## src/rtl/overlap_accum_seq.sv

```systemverilog
// ---------------------------------------------------------------------------
// overlap_accum_seq
//
// Sequential overlap combiner for the OBS GF(2) multiplier tree. The four
// (N-1)-bit sub-products arrive one at a time on a valid/ready stream. Each
// beat carries a slot index. Each beat is XOR-accumulated into its interleaved
// position of a (2N-1)-bit accumulator. When all four slots of a set have
// been seen, the combined word is presented on a valid/ready output.
//
// Ports:
//   clk       rising-edge clock
//   rst_n     asynchronous active-low reset
//   clr       synchronous abort/clear of the current set and the error flag
//   s_valid   input beat valid
//   s_ready   input beat accepted when s_valid & s_ready
//   s_sel     slot index of the beat (0..3 -> in1..in4)
//   s_data    sub-product bits, N-1 wide
//   m_valid   combined result valid
//   m_ready   downstream accepts result
//   m_data    combined result, 2N-1 wide (zero while collecting)
//   busy      a set is partly collected or a result is waiting
//   err       sticky flag: a slot was delivered twice within one set
//   done_cnt  number of results handed off, wrapping
// ---------------------------------------------------------------------------
module overlap_accum_seq #(
  parameter int N     = 12,
  parameter int CNT_W = 8
) (
  input  logic               clk,
  input  logic               rst_n,
  input  logic               clr,
  input  logic               s_valid,
  output logic               s_ready,
  input  logic [1:0]         s_sel,
  input  logic [N-2:0]       s_data,
  output logic               m_valid,
  input  logic               m_ready,
  output logic [2*N-2:0]     m_data,
  output logic               busy,
  output logic               err,
  output logic [CNT_W-1:0]   done_cnt
);

  localparam int AW = 2*N - 1;

  typedef enum logic {COLLECT, HOLD} state_t;

  state_t             r_state, w_nextState;
  logic [AW-1:0]      r_acc, w_accNext;
  logic [AW-1:0]      r_mdata;
  logic [AW-1:0]      w_place;
  logic [3:0]         r_mask, w_maskNext;
  logic [3:0]         w_selBit;
  logic               r_err, w_errNext;
  logic [CNT_W-1:0]   r_cnt, w_cntNext;
  logic               w_accept;

  // Spread the beat onto the accumulator grid. Slots 1 and 2 both land on
  // the odd positions. Slot 0 lands on the even positions. Slot 3 lands on
  // the even positions shifted up by one pair.
  always_comb begin
    w_place = '0;
    for (int i = 0; i < N-1; i++) begin
      case (s_sel)
        2'd0:       w_place[2*i]   = s_data[i];
        2'd1, 2'd2: w_place[2*i+1] = s_data[i];
        default:    w_place[2*i+2] = s_data[i];
      endcase
    end
  end

  assign w_selBit = 4'b0001 << s_sel;
  assign s_ready  = (r_state == COLLECT);
  assign w_accept = s_valid & s_ready;

  // Next-state logic. clr overrides everything. It discards any beat and any
  // handshake presented in the same cycle. It also leaves the counter alone.
  always_comb begin
    w_nextState = r_state;
    w_accNext   = r_acc;
    w_maskNext  = r_mask;
    w_errNext   = r_err;
    w_cntNext   = r_cnt;
    if (clr) begin
      w_nextState = COLLECT;
      w_accNext   = '0;
      w_maskNext  = '0;
      w_errNext   = 1'b0;
    end else begin
      case (r_state)
        COLLECT: begin
          if (w_accept) begin
            if ((r_mask & w_selBit) != 4'b0000) begin
              // A repeated slot is handshaken but has no effect on the set.
              w_errNext = 1'b1;
            end else begin
              w_accNext  = r_acc ^ w_place;
              w_maskNext = r_mask | w_selBit;
              if ((r_mask | w_selBit) == 4'b1111) begin
                w_nextState = HOLD;
              end
            end
          end
        end
        HOLD: begin
          if (m_ready) begin
            w_nextState = COLLECT;
            w_accNext   = '0;
            w_maskNext  = '0;
            w_cntNext   = r_cnt + 1'b1;
          end
        end
        default: begin
          w_nextState = COLLECT;
        end
      endcase
    end
  end

  // State registers. m_data shadows the accumulator only while a result is
  // held, so downstream sees zero during collection.
  always_ff @(posedge clk or negedge rst_n) begin
    if (!rst_n) begin
      r_state <= COLLECT;
      r_acc   <= '0;
      r_mask  <= '0;
      r_err   <= 1'b0;
      r_cnt   <= '0;
      r_mdata <= '0;
    end else begin
      r_state <= w_nextState;
      r_acc   <= w_accNext;
      r_mask  <= w_maskNext;
      r_err   <= w_errNext;
      r_cnt   <= w_cntNext;
      r_mdata <= (w_nextState == HOLD) ? w_accNext : '0;
    end
  end

  assign m_valid  = (r_state == HOLD);
  assign m_data   = r_mdata;
  assign busy     = (r_mask != 4'b0000) | (r_state == HOLD);
  assign err      = r_err;
  assign done_cnt = r_cnt;

endmodule

```

## config.mk

```make
export PLATFORM = sky130hd
export DESIGN_NAME = overlap_accum_seq
export DESIGN_NICKNAME = d
export VERILOG_FILES = /design/src/rtl/overlap_accum_seq.sv
export SDC_FILE = /design/constraint.sdc
export NUM_CORES = 1
export LEC_CHECK = 0
export CAP_MARGIN = 15
export CORE_MARGIN = 4
export CORE_UTILIZATION = 45
export DETAILED_ROUTE_END_ITERATION = 8
export PLACE_DENSITY = 0.76
export SETUP_SLACK_MARGIN = 0.02
export SLEW_MARGIN = 20
export SYNTH_ARGS = -nofsm -noshare
export SYNTH_HDL_FRONTEND = slang
export SYNTH_SLANG_ARGS = --single-unit
```

## constraint.sdc

```tcl
create_clock -name clk -period 1.95 [get_ports clk]
set_input_delay 0.195 -clock clk [delete_from_list [all_inputs] [get_ports clk]]
set_output_delay 0.195 -clock clk [all_outputs]
set_load 0.02 [all_outputs]
```

==> key figures, run 1 <==
Clock network
  – Clk sink count: 60
  – Root Driver: clkbuf_8
  – Num CTS Buffers: 9
  – TritonCTS clock tree: done
  – H-tree levels: 3
  – Clk buf depth: 2
  – Clk_lat worst skew: 0.34 ns
  – Clock transition at the registers of the reported paths: 0.07 ns

Logic synthesis
  – Asr flop ratio synth: 1.00
  – Top cells by count, synth: dfrtp_1, nand2_1, nor2_1
  – Synth cell types: 28
  – Synth Cell Area: 2910 µm²
  – Post-synthesis simple-gate area fraction: 0.224
  – Post-synthesis sequential area ratio: 0.516
  – Fraction of the mapped netlist area in adder cells: 0.0301
  – Post-synth EDFFs: 0
  – Syn Nets: 305
  – Synth area leader: dfrtp_1
  – Post-synthesis mux area share: 0.0928
  – Register bit total from synthesis: 60
  – Count leader, synth: dfrtp_1
  – Area contributors post-synth: dfrtp_1, mux2_2, nand2_1
  – Compound-Gate Fraction of Synth Area: 0.0761
  – Post-Synthesis Cells: 280
  – Syn_area_per_cell: 10.4 µm²
  – Synth Area in XOR/XNOR: 0.0211
  – Synth warn: 0
  – Top_reg_cell synth: dfrtp_1
  – Largest family of logic cells by synthesized area: simple AND/OR/NAND/NOR gates
  – Area share of the largest cell type after synthesis: 0.516

Cells and area
  – Share of layout cells above drive strength 1: 0.334
  – Fin area: 4250 µm²
  – Nets: 385
  – ANT cells: 0
  – Core Util, Final: 0.673
  – Filler cells: 486
  – P&R area growth vs syn: 46.0%

Floorplan
  – Core area: 6310 µm²
  – FP Rows: 29
  – Initial Util: 0.461
  – Die width: 88.4 µm
  – Io pins: 53
  – Die area: 7820 µm²
  – DIE HEIGHT: 88.4 µm

Detailed routing
  – 1st-iter DRT viols: 131
  – Via Count: 2453
  – Via density: 5.55
  – DRC errors left: 0
  – Final ANT Viol Nets: 0
  – Drt total wl: 7.51 mm
  – Routed len/inst: 17.0 µm
  – DR pass1 iterations: 4

Timing
  – Minimum clock period: 1.86 ns
  – Final Hold Fails: 0
  – Setup TNS: 0 ns
  – Worst Skew: 0.00750 ns
  – Setup Viol. Count Final: 0
  – Min Hold Slack: 0.236 ns
  – Max frequency: 538 MHz
  – Crit share post-route: 0.953
  – Slew HR: 0.695
  – RSZ-0062 raised after global routing: no
  – Pins Over Slew Limit: 0
  – Worst Max-Slew Pin Slew: 0.457 ns

Critical path
  – Max Fanout on Critical Path: 10
  – CP bufs+invs: 1
  – Critical path class: reg -> reg
  – Endpoint type of the worst setup path: register
  – Cell family with most CP delay: simple AND/OR/NAND/NOR gates
  – Crit-path max cell delay: 0.44 ns
  – CP Data Required Time: 2.20 ns
  – Worst setup SP type: register
  – Crit path DAT: 2.11 ns
  – Max stage delay cell, worst path: dfrtp_1
  – Crit path cell chain: a22o_4 -> buf_12 -> nor4_2 -> mux2_2 -> nor3_2

Pwr
  – Power, Total: 0.00281 W
  – Power per cell area: 661 nW/µm²
  – Leakage: 1.80 nW
  – Peak supply drop: 466 µV

Hold path
  – Min-delay worst type: in -> reg

Flow run
  – MaxCap Viol Count: 0

Placed design
  – Routability congestion estimate: 0.794
  – IO Port Bufs: 52
  – HPWL after DPL: 4.57 mm
  – DP Area: 3730 µm²

Global routing
  – Grt ovf: 0
  – Initial antenna violation count: 0
  – Global-route wire length before repair: 12.0 mm
  – Largest net degree at the start of global routing: 28
  – Vias in the first global route: 2507
  – Total Routing Usage GR: 0.201

Status
  – Outcome: finished clean
==> path summary, 6_finish.rpt <==
kind / start / to / slack [ns] / cells after the start
setup / recovery: r_mask[2] / m_data[3] / 0.09 / 5
hold reg to reg: done_cnt[7] / done_cnt[7] / 0.47 / 1
setup reg to reg: r_mask[2] / m_data[3] / 0.09 / 5
hold / removal: clr / done_cnt[3] / 0.24 / 3
max in group asynchronous: rst_n / m_data[17] / 0.95 / 3
min in group asynchronous: rst_n / done_cnt[5] / 0.34 / 2
==> where the power goes <==
group / total, W / switching [W] / leakage (nW) / internal (W)
Clock: 0.000999 / 0.000509 / 0.0803 / 0.000490
Combinational: 0.000502 / 0.000253 / 0.892 / 0.000249
Sequential: 0.00131 / 0.0000283 / 0.827 / 0.00128
Total: 0.00281 / 0.000790 / 1.80 / 0.00202
==> final cells by class <==
type                    instances  area [µm²]  area share
repair buffers                 89         867       0.204
well taps                      77        96.3      0.0227
inverters                       4        15.0     0.00353
flip-flops and latches         60        1500       0.353
multi-input cells             196        1590       0.375
clock buffers                  10         138      0.0324
clock inverters                 6        40.0     0.00942
==> per-layer routing <==
metal,wire length [µm],track usage
met5,0,0
met4,179,0.0865
met3,298,0.0428
met2,3920,0.338
met1,3110,0.251
==> state kept, by name (all words and copies together), names as in the netlist <==
| name | cells |
|---|---|
| r_mask | 4 |
| m_data | 23 |
| err | 1 |
| done_cnt | 8 |
| m_valid | 1 |
| r_acc | 23 |
==> tightest hold or removal path, stage by stage <==
cell and delay [ns]:
buf_2 0.11, nor3_1 0.09, xor2_1 0.13
==> what timing repair did <==
action | in CTS | in global routing
hold endpoints to repair | 19 | 0
pin swaps | 1 | 5
endpoints found under the setup margin | 48 | 30
gates resized for setup | 33 | 24
cloned | 0 | 2
setup buffers | 0 | 1
hold buffers | 1 | 0
==> logic make-up (layout without fill, tap and decap cells) <==
kind of cell             after synthesis  count (layout)
multiplexers                          24              24
adder cells (fa/ha/maj)                7               7
AND/OR/NAND/NOR                      137             137
XOR/XNOR                               7               7
AO/OA/AOI/OAI                         20              21
buffers and inverters                 25             109
flip-flops                            60              60
==> layout by cell type, fill, tap and decap left out, drive strengths merged <==
master and instances:
nand2 49, dfrtp 60, nand2b 1, dlygate4sd3 1, o22ai 1, or3b 10
nor3 25, xnor2 5, buf 37, clkdlybuf4s50 47, dlymetal6s2s 1, a2111oi 10
xor2 2, and3 1, clkbuf 13, inv 4, clkinv 2, nand3 3
nor2 31, o21bai 1, a22oi 4, mux2 24, ha 7, nor4 15
nand4 2, a2bb2oi 1, a21oi 1, clkinvlp 4, a22o 3
==> metrics by stage <==
step	std cells	worst slack [ns]
detailed placement	422	-0.762
global route	442	0.0132
floorplan	280	0.0113
finish	442	0.0919
global placement	422	-0.693
CTS	439	0.0141
(Power assumes the default switching activity.)
==> inputs of run 2 (changes only) <==
- CAP_MARGIN: 15 -> 20
- SETUP_SLACK_MARGIN: 0.02 -> 0.2
==> run 2 against run 1 <==
Effect of this change:
- sequential power about the same
- critical endpoint is now m_data[16]
- non-clock buffer count increased by 12
- clock skew decreased by 0.0031 ns
- first-iteration DRC count increased by 110%
- setup slack improved by 0.0055 ns
- hold slack got worse by 0.011 ns
- flip-flop and latch count unchanged
- highest routed layer unchanged
- count of clock-buffer cells in the layout increased by 1
==> key figures, run 2 (synthesis results as in run 1) <==
Status
  – Outcome: finished clean

Cells and area
  – Storage element area: 1510 µm² (+0.25%)
  – Core Util, Final: 0.738 (+0.0642)
  – Fin area: 4660 µm² (+9.5%)
  – Share of layout cells above drive strength 1: 0.408 (+0.0736)
  – Nets: 402 (+4.4%)
  – Non-Filler Instances: 457 (+3.4%)
  – Filler cells: 397 (-18%)
  – P&R area growth vs syn: 59.9%
  – Leading cell type in the layout, fill and taps excluded: dfrtp_1
  – Most frequent cells in the layout: dfrtp_1, nand2_1, clkdlybuf4s50_1, buf_4, nor2_1
  – Multi-input logic area: 1880 µm² (+18%)
  – ANT cells: 0 (unchanged)

Critical path
  – CP Data Required Time: 2.20 ns (about the same)
  – Max Fanout on Critical Path: 6 (-4)
  – Crit path DAT: 2.10 ns (about the same)
  – Worst setup SP type: input port
  – Endpoint type of the worst setup path: register
  – Critical path class: in -> reg

Pwr
  – Power per cell area: 620 nW/µm² (-6.3%)
  – Leakage: 1.96 nW (+8.9%)
  – Peak supply drop: 427 µV (-8.6%)

Floorplan
  – Initial Util: 0.461 (unchanged)
  – Core area: 6310 µm² (unchanged)
  – Io pins: 53 (unchanged)
  – Die area: 7820 µm² (unchanged)
  – FP Rows: 29 (unchanged)
  – Die width: 88.4 µm (unchanged)
  – DIE HEIGHT: 88.4 µm (unchanged)

Timing
  – Worst Skew: 0.00438 ns (-0.00312 ns)
  – Crit share post-route: 0.950 (-0.00281)
  – Max frequency: 540 MHz (+0.30%)
  – Pins Over Slew Limit: 0 (unchanged)
  – RSZ-0062 raised after global routing: yes
  – Setup ws final: 0.0973 ns (+0.00548 ns)
  – Slew HR: 0.565 (-0.130)
  – Worst Max-Slew Pin Slew: 0.652 ns (+0.195 ns)
  – Final Hold Fails: 0 (unchanged)
  – Min Hold Slack: 0.225 ns (-0.0112 ns)
  – Minimum clock period: 1.85 ns (-0.00548 ns)
  – Setup Viol. Count Final: 0 (unchanged)

Placed design
  – Dpl cells: 412 (-2.4%)
  – Routability congestion estimate: 0.742 (-6.5%)
  – HPWL after DPL: 4.25 mm (-7.1%)
  – IO Port Bufs: 52 (unchanged)
  – Worst slack after detailed placement: -0.635 ns (+0.128 ns)
  – DP Area: 3780 µm² (+1.3%)

Clock network
  – TritonCTS clock tree: done
  – Clock transition at the registers of the reported paths: 0.06 ns (about the same)
  – Clk sink count: 60 (unchanged)
  – Root Driver: clkbuf_8
  – H-tree levels: 3 (unchanged)
  – Clk buf depth: 2 (unchanged)
  – Num CTS Buffers: 9 (unchanged)
  – Clk_lat worst skew: 0.34 ns (about the same)

Global routing
  – Total Routing Usage GR: 0.225 (+0.0240)
  – Vias in the first global route: 2717 (+8.4%)
  – Global-route wire length before repair: 13.3 mm (+11%)
  – Largest net degree at the start of global routing: 53 (+89%)
  – Initial antenna violation count: 0 (unchanged)
  – Grt ovf: 0 (unchanged)

Detailed routing
  – Routed len/inst: 21.3 µm (+26%)
  – Via Count: 2697 (+9.9%)
  – Final ANT Viol Nets: 0 (unchanged)
  – 1st-iter DRT viols: 269 (+110%)
  – Drt total wl: 9.75 mm (+30%)
  – DRC errors left: 0 (unchanged)
  – DR pass1 iterations: 4 (unchanged)
  – Via density: 5.90 (+6.3%)

Hold path
  – Min-delay worst type: in -> reg

Flow run
  – MaxCap Viol Count: 0 (unchanged)
-- run 2: changes by cell type in the layout (fill, tap and decap cells not counted), sizes merged, moves of 2 or more --
cell	previous run	this run
clkdlybuf4s50	47	45
buf	37	52
clkbuf	13	11
a22o	3	5
clkinvlp	4	0
nand2b	1	4
-- run 2: path summary, 6_finish.rpt --
path	start	end	slack, ns	cells past startpoint
max in group asynchronous	rst_n	m_valid	0.91	3
min in group asynchronous	rst_n	r_acc[17]	0.41	2
worst min-delay path	clr	done_cnt[3]	0.23	3
worst max-delay path	s_sel[1]	m_data[16]	0.1	12
worst max register to register	r_mask[2]	m_data[13]	0.13	4
worst min register to register	done_cnt[7]	done_cnt[7]	0.48	1
-- run 2: power breakdown --
| part | leakage, nW | internal (W) | total [W] | switching, W |
|---|---|---|---|---|
| clock | 0.0848 | 0.000474 | 0.000934 | 0.000460 |
| sequential | 0.823 | 0.00129 | 0.00132 | 0.0000320 |
| combinational | 1.05 | 0.000311 | 0.000634 | 0.000323 |
| total | 1.96 | 0.00207 | 0.00289 | 0.000815 |
-- run 2: repair_timing --
| action | CTS | global route |
|---|---|---|
| resized for setup | 63 | 37 |
| hold buffers | 1 | 0 |
| gates cloned | 6 | 1 |
| setup endpoints to repair | 52 | 38 |
| pin swaps | 20 | 24 |
| hold endpoints to repair | 26 | 0 |
| setup buffers | 16 | 7 |
-- run 2: per-layer routing --
layer  GRT usage  vias to the layer above  routed length, µm
met5           0                        -                  0
met4       0.103                        0                301
met1       0.270                     1358               3790
li1            -                     1186                  -
met2       0.390                      126               5080
met3      0.0447                       27                585
-- run 2: layout make-up --
class,instances,area share
Multi-Input combinational cell,201,0.404
Sequential cell,60,0.323
Timing Repair Buffer,101,0.212
Clock buffer,11,0.0304
Tap cell,77,0.0207
Inverter,4,0.00645
Clock inverter,3,0.00322
-- run 2: per-stage QoR --
| step | total power (W) | setup TNS [ns] |
|---|---|---|
| detailed placement | 0.00175 | -23.51 |
| CTS | 0.00280 | 0 |
| global route | 0.00300 | 0 |
| floorplan | 0.00159 | 0 |
| global placement | 0.00173 | -22.11 |
| finish | 0.00289 | 0 |
-- run 2: worst max-delay path, stage by stage --
cell and delay [ns]:
buf_6 0.09, buf_6 0.12, inv_12 0.05, buf_6 0.10, ha_4 0.17, buf_6 0.12
buf_6 0.13, buf_4 0.12, nand2_1 0.08, a2111oi_4 0.38, mux2_4 0.35, nor3_1 0.18
==> RTL edit 1 (flow settings as in run 1) <==
The parameter `N` goes from 12 to 24.
--- a/src/rtl/overlap_accum_seq.sv
+++ b/src/rtl/overlap_accum_seq.sv
@@ -23,7 +23,7 @@
 //   done_cnt  number of results handed off, wrapping
 // ---------------------------------------------------------------------------
 module overlap_accum_seq #(
-  parameter int N     = 12,
+  parameter int N     = 24,
   parameter int CNT_W = 8
 ) (
   input  logic               clk,
Ports: changed (resized m_data and s_data); port bits go from 53 to 89. No check against the original RTL was run, so the function may have changed too.
==> RTL edit 1 against run 1 <==
Sequential cell count rose by 48. Sequential share of layout area fell by 3.4 points. Critical endpoint is now m_data[36]. Largest power group unchanged. Worst setup slack got worse by 0.071 ns. Synthesized area rose by 85%. Design area rose by 99%. Via count rose by 90%. Hold slack improved by 0.13 ns. Routed wire length rose by 120%. Total power rose by 87%.
==> RTL edit 1: results (changes against run 1) <==
[place]
dpl.hpwl_mm=8.61  ; was 4.57 mm
portBuffers=88  ; was 52
dp_cells=753  ; was 422
gp_congestion=0.885  ; was 0.794

[pwr]
power.leakage_nw=3.49  ; was 1.80 nW
ir_worst_vdd_v=0.000499  ; was 0.000466 V
power_switching_w=0.00143  ; was 0.000790 W

[synth]
syn_area_per_cell_um2=10.6  ; was 10.4 µm²
synth_commonest_cells=108 x dfrtp_1, 97 x nand2_1, 54 x nor2_1, 38 x nor3_1, 31 x mux2_2  ; was 60 x dfrtp_1, 49 x nand2_1, 31 x nor2_1, 24 x mux2_2, 24 x nor3_1
yosysSeqAreaShare_pct=50.3  ; was 51.6%
ys.flop_type=dfrtp_1  ; unchanged
synth_nets=544  ; was 305
synth_cell_types=34  ; was 28
synth-warning-count=0  ; unchanged
netlist_top_cells_area=dfrtp_1 50%, nand2_1 6.8%, mux2_2 6.5%  ; was dfrtp_1 52%, mux2_2 9.3%, nand2_1 6.3%
async_flop_share_pct=100  ; unchanged

[clock_tree]
clk_latency_ns=0.36  ; was 0.34 ns
clockBufferDepth=2  ; unchanged
clock-root-buffer=clkbuf_16  ; was clkbuf_8
htreeDepth=3  ; unchanged
numCtsBuffers=9  ; unchanged
clk_pin_slew_ns=0.07  ; about the same

[grt]
grt_pass1_vias=4639  ; was 2507
grt_util_all_layers_pct=21.7  ; was 20.1%
use_met3_pct=4.14  ; was 4.28%
use_met1_pct=26.8  ; was 25.1%
use_met2_pct=36.8  ; was 33.8%
grt_max_degree=101  ; was 28
grt_pass1_wl_mm=24.1  ; was 12.0 mm
antenna_found_initial=0  ; unchanged

[worst_setup_path]
reg2reg_from=m_valid  ; was r_mask[2]
r2r_setup_slack_ns=0.04  ; was 0.09 ns
timing.rr.end=m_data[36]  ; was m_data[3]
path_max_fanout=23  ; was 10
crit_arrival_ns=2.21  ; was 2.11 ns
reg2regPathDepth=5  ; unchanged

[sta]
tightestPinTransition_ns=0.524  ; was 0.457 ns
worst_hold_slack_ns=0.364  ; was 0.236 ns
timing_hold_violations_final=0  ; unchanged
fin_worst_skew_ns=0.00496  ; was 0.00750 ns

[min_path]
hold_path.class=in2async  ; was in2reg

[route]
drt_iter0_markers=336  ; was 131
wl_mm=16.6  ; was 7.51 mm
drtPass1Iterations=4  ; unchanged
vias=4655  ; was 2453
viasPerCell=5.83  ; was 5.55

[finish]
fillers=726  ; was 486
diodes=0  ; unchanged
drive_gt1_share_pct=39.5  ; was 33.4%
fin_nets=688  ; was 385

[outcome]
status=completed  ; unchanged

RTL edit 1: changes by cell type after synthesis, moves of 12 or more:
cell,before,now
clkbuf_1,9,22
dfrtp_1,60,108
nor4_1,15,27
nor2_1,31,54
nand2_1,49,97
nor3_1,24,38
RTL edit 1: metrics by stage:
step / instance area [µm²] / setup slack, ns
global placement: 7180 / -0.859
finish: 8480 / 0.0208
CTS: 8050 / 0.00619
global route: 8480 / -0.0142
detailed placement: 7180 / -0.918
floorplan: 5690 / -0.0192
RTL edit 1: power by group through the flow:
stage | clock network, W | registers [W] | logic [W]
2_1_floorplan | 0 | 0.00239 | 0.000557
3_3_place_gp | 0 | 0.00239 | 0.000861
3_5_place_dp | 0 | 0.00240 | 0.000889
4_1_cts | 0.00176 | 0.00236 | 0.00104
5_1_grt | 0.00184 | 0.00237 | 0.00124
6_report | 0.00172 | 0.00237 | 0.00117
RTL edit 1: per-layer routing:
metal	part of all wire (%)	vias up
met5	0	-
met4	2.6	0
met3	4.7	35
met2	52	160
met1	41	2394
li1	-	2066
RTL edit 1: worst max-delay path: stages:
cell and delay (ns):
buf_6 0.09, clkinvlp_4 0.13, buf_6 0.15, ha_4 0.19
buf_12 0.16, or3b_4 0.41, a2111oi_4 0.36, mux2_4 0.35
nor3_2 0.16
RTL edit 1: timing repair:
item,4_1_cts,5_1_grt
buffers inserted,15,4
setup endpoints to repair,100,67
pin swaps,13,13
gates cloned,6,4
hold buffers,1,0
resized for setup,76,63
hold endpoints to repair,36,0
RTL edit 1: cells by family (layout without fill, tap and decap cells):
family	count (synthesis)	count (layout)	synth area share, %
mux	48	48	10.7
fa+ha+maj	7	7	1.63
buf+inv	49	193	4.28
xor+xnor	7	7	1.14
flops	108	108	50.3
simple gates	256	257	23.9
compound gates	32	35	8.14
RTL edit 1: worst max path at each step:
stage | start | endpoint | slack [ns] | depth (start not counted)
6_report | s_sel[1] | m_data[36] | 0.02 | 9
5_1_grt | m_valid | m_data[33] | -0.01 | 8
4_1_cts | s_sel[0] | m_data[2] | 0.006 | 12
3_5_place_dp | s_sel[0] | m_data[46] | -0.92 | 9
3_3_place_gp | s_sel[0] | m_data[1] | -0.86 | 9
2_1_floorplan | s_sel[1] | m_data[16] | -0.02 | 7
RTL edit 1: layout make-up:
class	instances	area, µm²	share of cell area [%]
Inverter	4	22.5	0.266
Tap cell	143	179	2.11
Clock buffer	14	264	3.11
Sequential cell	108	2710	31.9
Timing Repair Buffer	174	1870	22.1
Multi-Input combinational cell	354	3420	40.4
Clock inverter	1	7.51	0.0886
==> RTL edit 2 (flow settings as in run 1) <==
Without the edit above. Make the reset (`rst_n`) synchronous in one clocked block. Comments in the files are not updated.
--- a/src/rtl/overlap_accum_seq.sv
+++ b/src/rtl/overlap_accum_seq.sv
@@ -119,7 +119,7 @@
 
   // State registers. m_data shadows the accumulator only while a result is
   // held, so downstream sees zero during collection.
-  always_ff @(posedge clk or negedge rst_n) begin
+  always_ff @(posedge clk) begin
     if (!rst_n) begin
       r_state <= COLLECT;
       r_acc   <= '0;
Function: differs if rst_n is asserted again (counterexample within 4 cycles, from zero or initial values and one cycle with rst_n low); with rst_n held inactive, the same outputs for 4 cycles.
==> RTL edit 2 against run 1 <==
Total power fell by 13%. Synthesized area fell by 10%. Sequential share of layout area fell by 2.3 points. Global-route usage fell by 3.1 points. Highest routed layer unchanged. Routed wire length fell by 16%. Clock skew fell by 0.00069 ns. Count of clock-buffer cells in the layout rose by 2. First-iteration DRC count rose by 39%. Worst setup slack got worse by 0.023 ns. Die area fell by 9.1%. Critical path depth fell by 2. Sequential cell count did not move. Design area fell by 14%.
==> RTL edit 2: results (changes against run 1) <==
[finish]
clock_buffers=12  ; was 10
fin_nets=390  ; was 385
num-multi-input-gates=204  ; was 196
fillers=465  ; was 486
flops_and_latches=60  ; unchanged
final-nonclk-buf-share_pct=22.6  ; was 20.4%
drive_gt1_share_pct=19.8  ; was 33.4%
buffers=86  ; was 89
clock_area_share_pct=4.12  ; was 4.18%
multi_input_area_share_pct=37.4  ; was 37.5%

[pwr]
power.leakage_nw=1.41  ; was 1.80 nW
pwr-share-clk_pct=36.2  ; was 35.5%
p_comb_w=0.000309  ; was 0.000502 W
ir_worst_vdd_v=0.000504  ; was 0.000466 V
switching_share_pct=24.4  ; was 28.1%

[route]
viasPerCell=5.36  ; was 5.55
drt_iter0_markers=182  ; was 131
wl_met1_mm=2.80  ; was 3.11 mm
drtPass1Iterations=5  ; was 4
wl_met2_mm=3.09  ; was 3.92 mm

[synth]
netlist_top_cells_area=dfxtp_1 46%, mux2_2 4.7%, and2_1 4.3%  ; was dfrtp_1 52%, mux2_2 9.3%, nand2_1 6.3%
synth_commonest_cells=60 x dfxtp_1, 29 x nor2_1, 22 x a21oi_1, 19 x nand2_1, 18 x and2_1  ; was 60 x dfrtp_1, 49 x nand2_1, 31 x nor2_1, 24 x mux2_2, 24 x nor3_1
synth_cell_types=34  ; was 28
synth_xor_xnor_area_share_pct=2.34  ; was 2.11%
yosysSeqAreaShare_pct=45.8  ; was 51.6%
async_flop_share_pct=0  ; was 100%
synth-compound-area-share_pct=17.9  ; was 7.61%
synth_adder_area_share_pct=3.34  ; was 3.01%

[worst_setup_path]
path_max_fanout=4  ; was 10
crit_arrival_ns=1.69  ; was 2.11 ns

[grt]
grt_pass1_vias=2219  ; was 2507
grt_pass1_wl_mm=9.95  ; was 12.0 mm
use_met3_pct=3.93  ; was 4.28%
use_met2_pct=28.5  ; was 33.8%
grt_util_all_layers_pct=17.0  ; was 20.1%
use_met1_pct=20.5  ; was 25.1%
grt_max_degree=30  ; was 28

[clock_tree]
clk_latency_ns=0.32  ; was 0.34 ns

[outcome]
status=completed  ; unchanged

[sta]
fin_worst_skew_ns=0.00682  ; was 0.00750 ns
tightestPinTransition_ns=0.332  ; was 0.457 ns

[place]
dp_slack_ns=-0.293  ; was -0.762 ns

RTL edit 2: what timing repair did:
action,CTS,global route
resized for setup,0,6
hold buffers,0,0
setup endpoints to repair,0,34
buffers inserted,0,5
RTL edit 2: metrics by stage:
stage                     area [µm²]  total power (W)  utilization [%]  instances
after floorplan                 2620          0.00144                -        283
after global placement          3380          0.00156             60.7        419
after detailed placement        3380          0.00156             60.7        419
after CTS                       3530          0.00245             63.4        434
after global routing            3640          0.00257             65.4        441
final                           3640          0.00245             65.4        441
RTL edit 2: final timing paths:
check                  from   endpoint  slack, ns  cells after the start
hold / removal          err        err       0.49                      2
setup / recovery  r_mask[3]       busy       0.07                      3
setup reg to reg    m_valid  m_data[4]       0.33                      4
hold reg to reg         err        err       0.49                      2
RTL edit 2: critical path, stage by stage (launching register included):
cell and delay [ns]:
dfxtp_1 0.37, nor4_2 0.37, nand2_1 0.09, clkdlybuf4s50_1 0.54
